==> config.mk <==
export PLATFORM = sky130hd
export DESIGN_NAME = mem_arbiter
export DESIGN_NICKNAME = d
export VERILOG_FILES = /design/src/rtl/mem_arbiter_pkg.sv /design/src/rtl/mem_arbiter_arb_prio.sv /design/src/rtl/mem_arbiter.sv
export SDC_FILE = /design/constraint.sdc
export NUM_CORES = 1
export LEC_CHECK = 0
export CORE_UTILIZATION = 41
export DETAILED_ROUTE_END_ITERATION = 8
export MAX_ROUTING_LAYER = met4
export PLACE_DENSITY = 0.82
export SLEW_MARGIN = 20
export SYNTH_ARGS = -nofsm -noshare
export SYNTH_HDL_FRONTEND = slang
export SYNTH_SLANG_ARGS = --single-unit
==> constraint.sdc <==
create_clock -name clk -period 2.1 [get_ports clk]
set_input_delay 0.525 -clock clk [delete_from_list [all_inputs] [get_ports clk]]
set_output_delay 0.525 -clock clk [all_outputs]
set_load 0.1 [all_outputs]
==> src/rtl/mem_arbiter_pkg.sv <==
// mem_arbiter_pkg: shared encodings for the fetch/data memory arbiter.
// Rev 1.0
`default_nettype none

package mem_arbiter_pkg;

  typedef enum logic [1:0] {
    ST_IDLE   = 2'd0,
    ST_ACCESS = 2'd1,
    ST_RESP   = 2'd2
  } state_t;

  typedef enum logic {
    OWN_IF = 1'b0,
    OWN_D  = 1'b1
  } owner_t;

  localparam int unsigned C_WORD_SHIFT = 2;

endpackage

`default_nettype wire

==> src/rtl/mem_arbiter_arb_prio.sv <==
// mem_arbiter_arb_prio: data-over-fetch priority with a starvation counter; o_gnt = {data, fetch}.
// Rev 1.0
`default_nettype none

module mem_arbiter_arb_prio #(
  parameter int unsigned MAX_STARVE = 4
) (
  input  logic       clk,
  input  logic       reset,
  input  logic       i_idle,
  input  logic       i_if_req,
  input  logic       i_d_req,
  output logic [1:0] o_gnt
);

  localparam int unsigned     C_SW  = (MAX_STARVE < 1) ? 1 : $clog2(MAX_STARVE + 1);
  localparam logic [C_SW-1:0] C_MAX = C_SW'(MAX_STARVE);

  logic [C_SW-1:0] r_starve;
  logic            w_force_if;
  logic            w_gnt_d;
  logic            w_gnt_if;

  // Fetch overrides data only once data has won MAX_STARVE times in a row.
  assign w_force_if = i_if_req && (r_starve == C_MAX);
  assign w_gnt_d    = i_idle && i_d_req && !w_force_if;
  assign w_gnt_if   = i_idle && i_if_req && !w_gnt_d;
  assign o_gnt      = {w_gnt_d, w_gnt_if};

  always_ff @(posedge clk or negedge reset) begin
    if (!reset) begin
      r_starve <= '0;
    end else if (w_gnt_if) begin
      r_starve <= '0;
    end else if (w_gnt_d) begin
      if (!i_if_req) begin
        r_starve <= '0;
      end else if (r_starve != C_MAX) begin
        r_starve <= r_starve + 1'b1;
      end
    end
  end

endmodule

`default_nettype wire

==> src/rtl/mem_arbiter.sv <==
// mem_arbiter: shares one fixed-latency word memory between fetch and load/store ports.
// Rev 1.0 -- optional MEM_ARB_PERF_EN adds the perf_if_stall fetch-stall counter.
`default_nettype none

module mem_arbiter
  import mem_arbiter_pkg::*;
#(
  parameter int unsigned ADDR_W     = 32,
  parameter int unsigned MEM_LAT    = 2,
  parameter int unsigned MAX_STARVE = 4
) (
  input  logic              clk,
  input  logic              reset,
  input  logic              if_req,
  input  logic [ADDR_W-1:0] if_addr,
  output logic              if_gnt,
  output logic              if_rvalid,
  output logic [31:0]       if_rdata,
  input  logic              d_req,
  input  logic              d_we,
  input  logic [ADDR_W-1:0] d_addr,
  input  logic [31:0]       d_wdata,
  output logic              d_gnt,
  output logic              d_rvalid,
  output logic [31:0]       d_rdata,
  output logic              mem_en,
  output logic              mem_we,
  output logic [ADDR_W-1:0] mem_addr,
  output logic [31:0]       mem_wdata,
  input  logic [31:0]       mem_rdata
`ifdef MEM_ARB_PERF_EN
  ,
  output logic [31:0]       perf_if_stall
`endif
);

  localparam int unsigned     C_LW       = (MEM_LAT > 1) ? $clog2(MEM_LAT) : 1;
  localparam logic [C_LW-1:0] C_LAT_LAST = C_LW'(MEM_LAT - 1);

  state_t            r_state;
  state_t            w_next;
  owner_t            r_owner;
  logic [C_LW-1:0]   r_lat_cnt;
  logic              r_we;
  logic [ADDR_W-1:0] r_addr;
  logic [31:0]       r_wdata;
  logic [31:0]       r_if_rdata;
  logic [31:0]       r_d_rdata;
  logic [1:0]        w_gnt;
  logic              w_idle;
  logic              w_lat_last;

  assign w_idle     = (r_state == ST_IDLE);
  assign w_lat_last = (r_lat_cnt == C_LAT_LAST);

  mem_arbiter_arb_prio #(
    .MAX_STARVE (MAX_STARVE)
  ) u_arb_prio (
    .clk      (clk),
    .reset    (reset),
    .i_idle   (w_idle),
    .i_if_req (if_req),
    .i_d_req  (d_req),
    .o_gnt    (w_gnt)
  );

  always_ff @(posedge clk or negedge reset) begin
    if (!reset) begin
      r_state <= ST_IDLE;
    end else begin
      r_state <= w_next;
    end
  end

  always_comb begin
    w_next    = r_state;
    if_gnt    = 1'b0;
    d_gnt     = 1'b0;
    if_rvalid = 1'b0;
    d_rvalid  = 1'b0;
    mem_en    = 1'b0;
    mem_we    = 1'b0;
    case (r_state)
      ST_IDLE: begin
        if_gnt = w_gnt[0];
        d_gnt  = w_gnt[1];
        if (|w_gnt) begin
          w_next = ST_ACCESS;
        end
      end
      ST_ACCESS: begin
        mem_en = 1'b1;
        mem_we = r_we;
        if (w_lat_last) begin
          w_next = ST_RESP;
        end
      end
      ST_RESP: begin
        if_rvalid = (r_owner == OWN_IF);
        d_rvalid  = (r_owner == OWN_D);
        w_next    = ST_IDLE;
      end
      default: begin
        w_next = ST_IDLE;
      end
    endcase
  end

  // Request fields are latched at the grant edge so the memory bus stays stable through ACCESS.
  always_ff @(posedge clk or negedge reset) begin
    if (!reset) begin
      r_owner    <= OWN_IF;
      r_lat_cnt  <= '0;
      r_we       <= 1'b0;
      r_addr     <= '0;
      r_wdata    <= '0;
      r_if_rdata <= '0;
      r_d_rdata  <= '0;
    end else begin
      case (r_state)
        ST_IDLE: begin
          r_lat_cnt <= '0;
          if (w_gnt[1]) begin
            r_owner <= OWN_D;
            r_we    <= d_we;
            r_addr  <= d_addr >> C_WORD_SHIFT;
            r_wdata <= d_wdata;
          end else if (w_gnt[0]) begin
            r_owner <= OWN_IF;
            r_we    <= 1'b0;
            r_addr  <= if_addr >> C_WORD_SHIFT;
          end
        end
        ST_ACCESS: begin
          if (w_lat_last) begin
            r_lat_cnt <= '0;
            if (r_owner == OWN_IF) begin
              r_if_rdata <= mem_rdata;
            end else begin
              r_d_rdata <= r_we ? 32'h0 : mem_rdata;
            end
          end else begin
            r_lat_cnt <= r_lat_cnt + 1'b1;
          end
        end
        default: begin
        end
      endcase
    end
  end

  assign mem_addr  = r_addr;
  assign mem_wdata = r_wdata;
  assign if_rdata  = r_if_rdata;
  assign d_rdata   = r_d_rdata;

`ifdef MEM_ARB_PERF_EN
  logic [31:0] r_perf_if_stall;

  always_ff @(posedge clk or negedge reset) begin
    if (!reset) begin
      r_perf_if_stall <= '0;
    end else if (if_req && !if_gnt && (r_perf_if_stall != 32'hFFFF_FFFF)) begin
      r_perf_if_stall <= r_perf_if_stall + 32'd1;
    end
  end

  assign perf_if_stall = r_perf_if_stall;
`endif

endmodule

`default_nettype wire
==> metrics.yaml <==
run_status:
  status: "finished with violations"
  violations: "setup timing"
grt:
  busiest_layer: "met2"
  grt_overflow_total: 0
  grt_max_degree: 65
  grt_antenna_before_repair: 0
  grtUsageMet1_pct: 26.7
  grtUsageMet2_pct: 37.4
  use_met3_pct: 6.52
  grt_use_total_pct: 23.0
  grt_pass1_wl_um: 24100
  grt_pass1_vias: 4694
cts:
  ctsHtreeMaxLevel: 4
  cts_inserted_buffers: 17
  clk_latency_ns: 0.42
  cts_root_buf: "clkbuf_16"
  hold_buffers: 0
  clkSlewWorstSetupHoldPaths_ns: 0.06
  cts_buffer_depth: 2
  cts.sinks: 134
  tritoncts: "done"
drt:
  ant_nets: 0
  drt_wl_total_um: 15300
  firstDrtPassIters: 4
  drc: 0
  vias: 4562
  via_per_inst: 5.12
  drt_iter0_drc: 258
  wl_per_cell_um: 17.2
sta:
  drv_slew: 0
  fin_crit_sh_pct: 103
  max_freq_mhz: 463
  finalSetupViolCount: 1
  max_slew.worst_pin.slew_ns: 0.526
  timing.hold.ws_ns: 0.0472
  final-hold-violation-count: 0
  rsz0062_at_grt: "true"
  min_period_ns: 2.16
  fin_ws_ns: -0.0606
  max_slew_margin_pct: 64.0
  fin_skew_ns: 0.00957
worst_setup_path:
  crit_slowest_cell: "dfrtp_2"
  path_max_fanout: 4
  slowest_delay_ns: 0.43
  arrival_ns: 1.64
  critPathRequiredTime_ns: 1.57
  critPathLaunchType: "register"
  path_cells: "or2_4, a211oi_4, buf_12"
  crit_path_end_kind: "output port"
  path_class: "register to output port"
  rrSetupSlack_ns: 0.35
place:
  hpwlAfterDp_um: 10900
  portBuffers: 260
  dp_cells: 848
  place.gp.congestion: 0.787
yosys:
  yosys_warnings: 0
  synthTopCellsByCount: "dfrtp_1, mux2_2, nand2_1, nand2b_1, o21ai_0"
  synth_seq_cells: 134
  synth.avg_cell_area_sq_um: 13.2
  synth.area.top_cells: "dfrtp_1, mux2_2, a221o_1"
  synth_cell_types: 38
  ys.flop_type: "dfrtp_1"
  synth_edf_count: 0
  synth_area_sq_mm: 0.00559
  post-synth-top-count-cell: "dfrtp_1"
  synth.top_cell.area_share_pct: 60.0
  synth-async-reset-ratio_pct: 100
  yosys.area.top_type: "dfrtp_1"
  ys_seq_area_share_pct: 60.0
  postSynthCellCount: 423
cells_and_area:
  final_core_util_pct: 67.6
  syn_to_final_growth_pct: 60.1
  antenna_cells: 0
  nNetsFinal: 837
  final_cells: 891
  drive_above_1_share_pct: 38.3
  fill_cells: 961
die:
  die_y_um: 119
  die-area_sq_mm: 0.0141
  core_sq_mm: 0.0132
  io_pins: 267
  start_util_pct: 42.2
  die_x_um: 119
  rows: 42
job:
  max_cap_violations: 0
worst_hold_path:
  hold_path_class: "input pin to asynchronous set/reset pin"
## final cells by class
type | instances | area, sq um | share of cell area, %
Clock buffer | 20 | 457 | 5.10
Tap cell | 176 | 220 | 2.46
Clock inverter | 12 | 199 | 2.22
Timing Repair Buffer | 288 | 2630 | 29.4
Sequential cell | 134 | 3360 | 37.5
Inverter | 6 | 28.8 | 0.322
Multi-Input combinational cell | 255 | 2060 | 23.0
## flip-flops by register name, summed over array words and instances (netlist names)
name / count
d_rdata: 32
if_rdata: 32
r_state: 2
r_lat_cnt: 1
u_arb_prio.r_starve: 3
r_owner: 1
mem_wdata: 32
r_we: 1
mem_addr: 30
## routing by layer
metal	wire length (um)	share of wire, %
met5	0	0
met4	278	1.8
met3	1160	7.6
met2	7620	50
met1	6260	41
## cells in the final DEF (no fill, tap or decap), types with 3 or more instances in the layout
| cell | synthesis | layout |
|---|---|---|
| dfrtp_1 | 134 | 132 |
| nand2_1 | 34 | 33 |
| clkdlybuf4s50_1 | 0 | 126 |
| a21boi_0 | 25 | 25 |
| mux2_2 | 63 | 63 |
| buf_4 | 4 | 148 |
| bufinv_16 | 0 | 5 |
| buf_12 | 0 | 12 |
| nand2b_1 | 33 | 32 |
| clkinv_2 | 0 | 3 |
| clkbuf_16 | 0 | 17 |
| and4_1 | 5 | 5 |
| a221o_1 | 29 | 29 |
| and3_1 | 5 | 5 |
| o21ai_0 | 32 | 32 |
## critical path: cells and delay by family, from the launching register on
kind | cells | cell delay (ns)
AOI/OAI and AO/OA | 1 | 0.30
buffers and inverters | 1 | 0.22
DFF | 1 | 0.43
and+or+nand+nor | 1 | 0.28
## final timing paths
check	start	endpoint	cells past startpoint
max	r_state[1]$_DFFE_PN0P_	if_gnt	3
min	reset	mem_addr[22]$_DFFE_PN0P_	1
max reg2reg	r_state[1]$_DFFE_PN0P_	mem_wdata[9]$_DFFE_PN0P_	7
min reg2reg	d_rdata[26]$_DFFE_PN0P_	d_rdata[26]$_DFFE_PN0P_	2
max in group asynchronous	reset	if_rdata[25]$_DFFE_PN0P_	2
min in group clk	d_rdata[26]$_DFFE_PN0P_	d_rdata[26]$_DFFE_PN0P_	2
## through the flow
step	setup slack, ns	setup TNS, ns	instance area [sq um]
finish	-0.0606	-0.0606	8950
global route	-0.111	-0.111	8950
CTS	-0.0786	-0.0786	8920
detailed placement	-0.0952	-2.83	8170
global placement	-0.0535	-1.80	8170
floorplan	-0.0814	-0.0814	5600
## what timing repair did
item                       4_1_cts  5_1_grt
setup endpoints to repair        3        3
resized for setup               11        3
setup buffers                    9        2
pin swaps                        3        1
cloned                           0        0
## kinds of logic (layout without fill, tap and decap cells)
kind of cell	count (synthesis)	after routing	synth area share, %
AO/OA/AOI/OAI	97	97	13.2
flip-flops	134	134	60.0
buffers and inverters	35	326	4.05
XOR/XNOR	1	1	0.157
AND/OR/NAND/NOR	89	89	9.22
adder cells (fa/ha/maj)	2	2	0.448
other	1	2	0.0671
multiplexers	64	64	12.9
Power is left out: the tool's default activity adds up to more than one toggle a clock period on the data nets, which glitch-free logic cannot reach.
